## config.mk

```make
export PLATFORM = sky130hd
export DESIGN_NAME = aes_req_arbiter
export DESIGN_NICKNAME = d
export VERILOG_FILES = /design/src/rtl/aes_arb_pkg.sv /design/src/rtl/aes_req_arbiter_rr.sv /design/src/rtl/aes_req_arbiter.sv
export SDC_FILE = /design/constraint.sdc
export NUM_CORES = 1
export LEC_CHECK = 0
export ABC_CLOCK_PERIOD_IN_PS = 16800
export BUFFER_PORTS_ARGS = -buffer_cell sky130_fd_sc_hd__buf_4
export CORE_AREA = 3 3 400 402
export CTS_BUF_LIST = sky130_fd_sc_hd__clkbuf_16
export CTS_CLUSTER_DIAMETER = 50
export DETAILED_ROUTE_END_ITERATION = 12
export DIE_AREA = 0 0 403 405
export HOLD_SLACK_MARGIN = 0.12
export PLACE_DENSITY = 0.41
export SLEW_MARGIN = 20
export SYNTH_ARGS = -nofsm -noshare
export SYNTH_HDL_FRONTEND = slang
export SYNTH_SLANG_ARGS = --single-unit
```

## constraint.sdc

```tcl
create_clock -name clk -period 16.8 [get_ports clk]
set_clock_uncertainty 0.05 [all_clocks]
set_input_delay 1.68 -clock clk [delete_from_list [all_inputs] [get_ports clk]]
set_output_delay 1.68 -clock clk [all_outputs]
set_load 0.1 [all_outputs]
```

## src/rtl/aes_arb_pkg.sv

```systemverilog
// Shared types for the AES request arbiter.
// Block width and FSM state encoding.
package aes_arb_pkg;

    localparam int AES_BLK_W = 128;

    typedef enum logic [2:0] {
        IDLE,
        LOAD,
        WAIT_CLR,
        BUSY,
        RESP
    } state_t;

endpackage

```

## src/rtl/aes_req_arbiter_rr.sv

```systemverilog
// Combinational round-robin picker.
// Searches upward from ptr with wrap; the pointer register lives in the parent.
module rr_arbiter #(
    parameter  int NREQ = 2,
    localparam int PW   = (NREQ > 1) ? $clog2(NREQ) : 1
) (
    input  logic [NREQ-1:0] req,
    input  logic [PW-1:0]   ptr,
    output logic [NREQ-1:0] grant,
    output logic [PW-1:0]   grant_idx,
    output logic            any_grant
);

    function automatic int wrap_idx(input int p, input int k);
        return (p + k) % NREQ;
    endfunction

    // Walk from farthest to nearest so the closest requester wins.
    always_comb begin
        grant     = '0;
        grant_idx = '0;
        any_grant = 1'b0;
        for (int k = NREQ - 1; k >= 0; k--) begin
            if (req[wrap_idx(int'(ptr), k)]) begin
                grant                          = '0;
                grant[wrap_idx(int'(ptr), k)]  = 1'b1;
                grant_idx = PW'(wrap_idx(int'(ptr), k));
                any_grant                      = 1'b1;
            end
        end
    end

endmodule

```

## src/rtl/aes_req_arbiter.sv

```systemverilog
// Shares one aes_core between NREQ requesters with round-robin grants,
// a load/done sequencer, a stuck-core watchdog and a tagged response.
module aes_req_arbiter
    import aes_arb_pkg::*;
#(
    parameter int NREQ        = 2,
    parameter int LOAD_CYCLES = 2,
    parameter int TIMEOUT     = 64,
    parameter int IDW         = 3
) (
    input  logic                      clk,
    input  logic                      reset,
    input  logic [NREQ-1:0]           req_valid,
    output logic [NREQ-1:0]           req_ready,
    input  logic [NREQ*AES_BLK_W-1:0] req_key,
    input  logic [NREQ*AES_BLK_W-1:0] req_plaintext,
    output logic                      rsp_valid,
    input  logic                      rsp_ready,
    output logic [AES_BLK_W-1:0]      rsp_data,
    output logic [IDW-1:0]            rsp_id,
    output logic                      rsp_err,
    output logic                      core_load,
    output logic [AES_BLK_W-1:0]      core_key,
    output logic [AES_BLK_W-1:0]      core_plaintext,
    input  logic                      core_done,
    input  logic [AES_BLK_W-1:0]      core_cyphertext
);

    localparam int PW  = (NREQ > 1) ? $clog2(NREQ) : 1;
    localparam int LCW = $clog2(LOAD_CYCLES + 1);
    localparam int WDW = $clog2(TIMEOUT + 1);

    localparam logic [LCW-1:0] LOAD_LAST = LCW'(LOAD_CYCLES - 1);
    localparam logic [WDW-1:0] WD_LAST   = WDW'(TIMEOUT - 1);
    localparam logic [PW-1:0]  PTR_LAST  = PW'(NREQ - 1);

    state_t          state, state_n;
    logic [PW-1:0]   rr_ptr;
    logic [PW-1:0]   id_r;
    logic [LCW-1:0]  load_cnt;
    logic [WDW-1:0]  wdog;
    logic [NREQ-1:0] gnt_oh;
    logic [PW-1:0]   gnt_idx;
    logic            any_gnt;
    logic            wd_exp;
    logic            done_hit;
    logic            timeout_hit;

    rr_arbiter #(.NREQ(NREQ)) u_rr (
        .req       (req_valid),
        .ptr       (rr_ptr),
        .grant     (gnt_oh),
        .grant_idx (gnt_idx),
        .any_grant (any_gnt)
    );

    assign wd_exp = (wdog == WD_LAST);

    always_ff @(posedge clk or posedge reset) begin
        if (reset) begin
            state <= IDLE;
        end else begin
            state <= state_n;
        end
    end

    always_comb begin
        state_n     = state;
        req_ready   = '0;
        core_load   = 1'b0;
        rsp_valid   = 1'b0;
        done_hit    = 1'b0;
        timeout_hit = 1'b0;
        unique case (state)
            IDLE: begin
                req_ready = gnt_oh;
                if (any_gnt) state_n = LOAD;
            end
            LOAD: begin
                core_load = 1'b1;
                if (load_cnt == LOAD_LAST) state_n = WAIT_CLR;
            end
            // A done still high from the previous job must fall first.
            WAIT_CLR: begin
                if (wd_exp) begin
                    timeout_hit = 1'b1;
                    state_n     = RESP;
                end else if (!core_done) begin
                    state_n = BUSY;
                end
            end
            BUSY: begin
                if (core_done) begin
                    done_hit = 1'b1;
                    state_n  = RESP;
                end else if (wd_exp) begin
                    timeout_hit = 1'b1;
                    state_n     = RESP;
                end
            end
            RESP: begin
                rsp_valid = 1'b1;
                if (rsp_ready) state_n = IDLE;
            end
            default: state_n = IDLE;
        endcase
    end

    always_ff @(posedge clk or posedge reset) begin
        if (reset) begin
            rr_ptr         <= '0;
            id_r           <= '0;
            load_cnt       <= '0;
            wdog           <= '0;
            core_key       <= '0;
            core_plaintext <= '0;
            rsp_data       <= '0;
            rsp_id         <= '0;
            rsp_err        <= 1'b0;
        end else begin
            if (state == IDLE && any_gnt) begin
                core_key       <= req_key[int'(gnt_idx)*AES_BLK_W +: AES_BLK_W];
                core_plaintext <= req_plaintext[int'(gnt_idx)*AES_BLK_W +: AES_BLK_W];
                id_r           <= gnt_idx;
                rr_ptr         <= (gnt_idx == PTR_LAST) ? '0 : gnt_idx + PW'(1);
                load_cnt       <= '0;
            end
            if (state == LOAD) load_cnt <= load_cnt + LCW'(1);
            if (state == LOAD && state_n == WAIT_CLR) begin
                wdog <= '0;
            end else if (state == WAIT_CLR || state == BUSY) begin
                wdog <= wdog + WDW'(1);
            end
            if (done_hit) begin
                rsp_data <= core_cyphertext;
                rsp_id   <= IDW'(id_r);
                rsp_err  <= 1'b0;
            end
            if (timeout_hit) begin
                rsp_data <= '0;
                rsp_id   <= IDW'(id_r);
                rsp_err  <= 1'b1;
            end
        end
    end

endmodule

```

==> results of run 1 <==
-- sequential cells by signal, summed over array words and instances, names as in the netlist --
register        flops
core_key          128
core_plaintext    128
id_r                1
load_cnt            2
rr_ptr              1
rsp_data          128
rsp_err             1
rsp_id              1
state               3
wdog                7
-- metal layers --
metal	wire length, microns	vias up	part of all wire, %
li1	-	7682	-
met1	45200	8984	37
met2	61400	793	50
met3	12500	199	10
met4	3210	16	2.6
met5	99	-	0.081
-- placed cells by master (no fill, tap or decap), types with 4 or more instances in the layout --
cell | Yosys | routed
clkinv_2 | 0 | 12
dfrtp_1 | 400 | 400
inv_6 | 0 | 4
nand2_1 | 262 | 262
buf_4 | 4 | 1052
nor2_1 | 4 | 4
a21oi_1 | 131 | 131
clkinv_1 | 0 | 12
o21ai_0 | 4 | 4
inv_1 | 5 | 16
bufinv_16 | 0 | 6
clkinv_4 | 0 | 4
diode_2 | 0 | 17
a21boi_0 | 256 | 256
a221o_1 | 256 | 256
clkinv_16 | 0 | 5
clkbuf_16 | 0 | 72
a21o_1 | 5 | 5
-- path summary, 6_finish.rpt --
check                        startpoint       endpoint  cells past startpoint
max in group asynchronous         reset   core_key[54]                      5
min                                id_r           id_r                      1
min in group asynchronous         reset  rsp_data[112]                      2
max                        req_valid[0]   req_ready[1]                      4
max reg2reg                    state[1]   core_key[91]                      6
min reg2reg                        id_r           id_r                      1
-- area by class of cell --
class	count	area (sq um)	area share, %
Sequential cell	400	10000	33.9
Timing Repair Buffer	1056	7970	27.0
Multi-Input combinational cell	956	6530	22.1
Tap cell	2058	2570	8.71
Clock buffer	72	1800	6.09
Clock inverter	60	613	2.07
Antenna cell	17	42.5	0.144
Inverter	5	26.3	0.0889
-- cell usage after synthesis, types with 2 or more instances --
cell type / instances / area share, %
nand4b_1: 2 / 0.10
inv_1: 5 / 0.11
buf_1: 5 / 0.11
a21oi_1: 131 / 3.8
or2_2: 2 / 0.073
nand2b_1: 3 / 0.11
o21ai_0: 4 / 0.12
a21o_1: 5 / 0.22
nand3_1: 2 / 0.058
nand3b_1: 2 / 0.087
and2_1: 2 / 0.073
and3_1: 2 / 0.073
a21boi_0: 256 / 11
clkbuf_1: 79 / 1.7
ha_1: 2 / 0.15
or3_1: 3 / 0.11
dfrtp_1: 400 / 58
a221o_1: 256 / 15
nand2_1: 262 / 5.7
xor2_1: 2 / 0.10
buf_4: 4 / 0.17
buf_2: 74 / 2.1
nor2_1: 4 / 0.087
-- worst register-to-register path: stages, from the launching register on --
cell	delay (ps)
dfrtp_1	480
nor3_4	400
buf_6	270
and3_4	810
buf_4	970
buf_4	790
a221o_1	280
-- per-stage QoR --
step,std cells,utilization (%)
after detailed placement,4474,17.3
after floorplan,1523,-
after global placement,4474,17.3
after CTS,4606,18.9
final,4624,18.9
after global routing,4612,18.9
-- cells by family (layout without fill, tap and decap cells) --
| logic type | after synthesis | count (layout) | synth area share (%) |
|---|---|---|---|
| compound gates | 658 | 658 | 30.4 |
| xor+xnor | 2 | 2 | 0.102 |
| fa+ha+maj | 2 | 2 | 0.145 |
| buf+inv | 167 | 1193 | 4.26 |
| flops | 400 | 400 | 58.1 |
| mux | 2 | 2 | 0.123 |
| other cells | 1 | 19 | 0.0218 |
| simple gates | 290 | 290 | 6.83 |
==> results.txt, run 1 <==
The number of setup buffers added after CTS is 0. The routed via count is 17700. The combined buffer and inverter count along the critical path came out at 2. The area of all placed cells without fillers came out at 0.0296 sq mm.

The post-detailed-placement half-perimeter wirelength is ~94000 microns. The number of gates resized after CTS is 0. Data on the critical path arrives at its endpoint at between 3000 and 4000 ps. The transition time at the pin with the least slew margin came out at roughly 1100 ps.

The relative slew slack is ~29%. The H-tree depth reported by CTS came out at 3. The number of buffers created by CTS came out at slightly above 70. The placed instances occupy a cell area of approximately 0.027 sq mm. The maximum buffer depth of the clock tree is 3.

The run finished with clean final reports. The global-route met3 utilization came out at around 6.5%. The total negative slack came out at 0 ps. The area growth from synthesis to final layout came out at 71.5%. After detailed routing, the total wire length is about 120000 microns.

In the final routed layout, each cell accounts on average for between 20 and 30 microns. The count of hold buffers inserted by post-cts repair is 0. The post-synthesis cell area came out at between 0.015 and 0.02 sq mm. Buffers placed on the I/O ports in this run total a little over 1000.

The top achievable clock speed came out at roughly 210 MHz. The tightest hold path in the finished design has a slack of 422 ps. The die outline area came out at around 0.16 sq mm. Measured along the x axis, the die boundary spans 403 microns.

The floorplan has between 100 and 150 rows. The synthesized area divided by synthesized cell count is approximately 11 sq um. In the synthesized netlist the dominant register cell turns out to be dfrtp_1. The largest net degree at the start of global routing is 162.

The number of distinct standard cells referenced by the synthesized netlist came out at 38. The worst setup path is launched from a primary input. After the last flow step, the layout net total stands at between 3000 and 4000. In the global route stage, met1 resource usage came out at 15.7%.

The via count of the first global-routing pass is approximately 18000. On the critical path, the stage with the largest delay is an instance of and3_4. Global routing consumed, on the met2 layer, between 20 and 25% of the routing resources. Setup repair after global routing left no endpoint under its margin. The number of antenna violations at the first check in global routing was 57.

The total setup violations reported at the end of the flow is 0. The proportion of register bits with asynchronous set or reset after synthesis came out at 100%. Counting I/O delays and the setup requirement, the final critical path takes about 4800 ps. The layout cell share with drive strength beyond 1 came out at a little under half. Grouping stages by cell kind, the critical path spends the most delay in simple AND/OR/NAND/NOR gates. After global routing the overflow that remains totals 0. At the worst endpoint, the required time is 15070 ps.

The total number of clock tree sinks came out at 400. The core area came out at approximately 0.16 sq mm. The minimum setup slack after placement is approximately 12000 ps. The number of flops mapped to enable cells by yosys came out at 0. The worst-case register-to-register setup slack came out at roughly 13000 ps. In this run the clock root is driven by a clkbuf_16. The share of the yosys chip area belonging to registers is about three fifths.

The via density per instance is 3.82. The largest single stage delay on the critical path is roughly 760 ps. met2 is the most crowded layer. Synthesis handed over a netlist of between 1500 and 2000 instances. The setup path with the least slack is of type in -> out. The number of DRC markers after the initial detailed-route iteration is around 1100. The placer congestion estimate is approximately 0.8. Max-cap violations in this run came to 0. The clock-pin slew on the worst setup and hold paths is 50 ps. The global-route wire length before repair came out at about 160000 microns.

The final count of pins violating max slew came out at 0. The number of warnings printed during yosys synthesis is 0. The signal on the critical path passes through buf_4 > nand2b_1 > and3_4 > buf_4. The final worst setup slack came out at approximately 12000 ps. The number of endpoints with negative hold slack in the final report is 0.

The remaining routing DRC violations came out at 0. The biggest fanout along the worst timing path is 51. The worst setup path is captured at an output port. The number of iterations in the first detailed-routing pass is 5. Counting flops and latches in the post-synthesis netlist gives 400. The die height is ~400 microns. The clock latency at the later pin of the worst-skew pair came out at between 600 and 700 ps. The CTS tree is done. The worst hold path belongs to the class reg -> reg.

The count of filler cells inserted in the layout came out at ~17000. Global routing used 14.2% of the available tracks. The detail route stage leaves a number of antenna-violating nets equal to 0. For this configuration, the core starts out at a cell density of about 11%. For this design the top-level I/O count stands at approximately 1000. By instance count, the cell type seen most on the critical path is buf_4. The final critical path takes up 28.7% of the cycle.
Power of run 1 is left out: the tool's default activity adds up to more than one toggle a clock period on the data nets, which glitch-free logic cannot reach.
==> inputs of run 2 (changes only) <==
- ABC_CLOCK_PERIOD_IN_PS: 16800 -> 4200
- CORE_AREA: 3 3 400 402 -> 3 3 402 404
- DIE_AREA: 0 0 403 405 -> 0 0 405 407
- PLACE_DENSITY: 0.41 -> 0.42
- clock period: 16.8 -> 4.2 ns (I/O delays scaled with it)
==> run 2 against run 1 <==
Sequential share of layout area decreased by 6.4 points. Via count increased by 15%. Global-route usage increased by 0.14 points. Non-clock buffer count increased by 664.
==> results.txt, run 2 (synthesis results as in run 1) <==
The depth of the most critical reg-to-reg path is 6 (unchanged). The via density per instance is 3.81 (-0.44%). The core area came out at 0.158 sq mm (+1.2%). In the final layout, the registers with the most flip-flops are core_key x128, core_plaintext x128, rsp_data x128. The min-delay analysis places its worst path in the category in -> reg. The total power density per cell area came out at 1030 mW/mm^2. The endpoint identified for the worst register-to-register timing path is core_plaintext[16].

The sort of element at the start of the critical path is a flop. The startpoint identified for the worst hold timing path is req_valid[0]. The clock network burns roughly 16% of the power. The number of buffers inserted by port buffering came out at 1035 (unchanged). The final worst setup slack came out at 678 ps (-11310 ps).

The placer congestion estimate is 0.820 (+0.52%). The relative slew slack is 27.4% (-1.2 points). The final count of pins violating max slew came out at 0 (unchanged).

The post-detailed-placement half-perimeter wirelength came out at 93800 microns (about the same). The average detailed-routed wire length per instance came out at 23.5 microns (-11%). The number of antenna violations at the first check in global routing is 67 (+18%). Per report_power, the sequential group accounts for between 10% and 20% of the total.

TritonCTS built the clock tree. The number of nets in the layout came out at 3806 (+21%). The layout cell share with drive strength beyond 1 came out at 37.4% (-8.7 points).

The biggest fanout along the worst timing path is 78 (+53%). The global-route usage over all layers is 14.3% (+0.14 points). The number of iterations in the first detailed-routing pass came out at 5 (unchanged). The arrival time at the worst endpoint came out at 4000 ps (+920 ps). The shortest clock period the worst path allows after layout is ~3500 ps. The clock latency at the later pin of the worst-skew pair was 660 ps (about the same).

The global-route wire length before repair came out at 166000 microns (+3.8%). The final clock period utilization by the worst path came out at roughly 84%. The total global routing overflow is 0 (unchanged).

The worst-case register-to-register setup slack is 680 ps (-11970 ps). The total wire length after detailed routing is 125000 microns (+2.2%). The switching power total is 21300 uW.

The number of buffers created by CTS is 75 (+4.2%). The total number of clock tree sinks came to 400 (unchanged). The path with the worst hold slack has its endpoint at rr_ptr.

Derived from the worst setup path, the maximum achievable clock frequency is 284 MHz. The number of DRC markers after the initial detailed-route iteration is 1278 (+13%). The clock root buffer is clkbuf_16. The area growth from synthesis to final layout came out at 112%. The worst setup path is captured at a flop. Counting stages on the worst path, the most repeated cell is buf_4. The clock-pin slew on the worst setup and hold paths came out at 50 ps (about the same). The critical path is of the reg -> reg type.

The number of endpoints with negative hold slack in the final report came out at 0 (unchanged). The number of buffers inserted by post-CTS setup repair is 0 (unchanged). The cell total after placement came out at 4510 (+0.80%). The delay of the slowest cell on the worst path is 760 ps (about the same). The H-tree depth reported by CTS is 3 (unchanged).

The minimum setup slack after placement is 1340 ps (-10380 ps). The flow ran to the end, and the final reports show no timing, DRC or antenna violations. Setup repair after global routing left no endpoint under its margin. The largest net degree at the start of global routing is 145 (-10%). The count of nets left with antenna violations after detail routing came out at 0 (unchanged).

The routed via count is 20300 (+15%). The logic gate share of total power came out at about two thirds. The required time of the critical path is 4680 ps (-10390 ps). The library cell used most frequently in the layout, excluding fill and tap cells, is buf_4. In the layout the commonest cells are buf_4 (1063), dlygate4sd3_1 (643), dfrtp_1 (400), nand2_1 (262). The die height is 407 microns (+0.49%). The transition time at the pin with the least slew margin is 1090 ps (+17.4 ps). The number of stages on the worst hold path is 3 (+2). The maximum buffer depth of the clock tree is 3 (unchanged). The reported max-cap violation count is 0 (unchanged).

In this run the worst setup path begins at state[1]. The I/O pin count came out at 1038 (unchanged). The signal on the critical path passes through nor3_4 > buf_4 > buf_4 > a21boi_0 > a221o_1 > dlygate4sd3_1. The static leakage is about 0.017 uW. The total setup violations reported at the end of the flow is 0 (unchanged). The die width came out at 405 microns (+0.50%).

The number of standard cells in the final layout excluding fillers was 5329 (+15%). In this run switching power makes up between 50 and 60% of total power. Among all stages on the critical path, the largest delay is contributed by buf_4. The worst-case vdd ir drop came out at 0.746 mV. In this run the critical register-to-register path is launched from state[1].

The remaining routing DRC violations came to 0 (unchanged). The number of cell rows came out at 146 (+0.69%). The die outline area came out at 0.165 sq mm (+0.99%). The internal power summed over all cells came out at 16400 uW. The via count of the first global-routing pass came out at 21200 (+16%). The initial standard-cell utilization of the core is 10.9% (-0.13 points).
-- run 2: worst max-delay path by stage --
| stage | end | slack, ps | depth (start not counted) |
|---|---|---|---|
| finish | core_plaintext[16] | 680 | 6 |
| detailed placement | core_plaintext[58] | 1340 | 5 |
| global placement | core_plaintext[44] | 1420 | 5 |
| CTS | core_plaintext[24] | 770 | 6 |
| floorplan | core_key[0] | -1660 | 1 |
| global route | core_plaintext[16] | 550 | 6 |
-- run 2: final cells by class --
| class | instances | area (sq um) |
|---|---|---|
| antenna | 38 | 95.1 |
| clock buffer | 76 | 1900 |
| clock inverter | 62 | 623 |
| fill | 17200 | 122000 |
| inverter | 5 | 22.5 |
| multi-input combinational | 956 | 6530 |
| sequential | 400 | 10000 |
| tap | 2072 | 2590 |
| timing repair buffer | 1720 | 14700 |
-- run 2: metrics by stage --
step,hold slack [ps],utilization (%),area (sq um),power (uW),setup TNS (ps)
global placement,409,17.3,27400,29000,0
finish,395,23.1,36500,37700,0
global route,350,23.0,36500,39200,0
detailed placement,415,17.3,27400,29000,0
floorplan,394,-,17200,23000,-662310
CTS,324,23.0,36400,38000,0
-- run 2: per-layer routing --
| metal | routed length (microns) | vias up | global-route usage [%] |
|---|---|---|---|
| li1 | - | 9027 | - |
| met1 | 47600 | 10100 | 16.3 |
| met2 | 60100 | 917 | 22.7 |
| met3 | 12300 | 204 | 6.22 |
| met4 | 4930 | 22 | 7.82 |
| met5 | 138 | - | 0 |
-- run 2: power by group through the flow --
stage	Combinational [uW]	Clock (uW)	Sequential (uW)
floorplan	3910	0	19100
CTS	24700	6370	6930
detailed placement	22100	0	6900
global placement	22000	0	6950
finish	24600	6160	6950
global route	25600	6530	7130
-- run 2: timing repair --
item	4_1_cts	5_1_grt
hold buffers	643	0
endpoints found under the setup margin	0	0
hold endpoints to repair	403	0
gates resized for setup	0	0
-- run 2: critical path, delay by kind of cell, from the launching register on --
kind | cells | cell delay, ps
flops | 1 | 470
compound gates | 2 | 640
simple gates | 1 | 310
buf+inv | 3 | 1760
(Power assumes the default switching activity.)
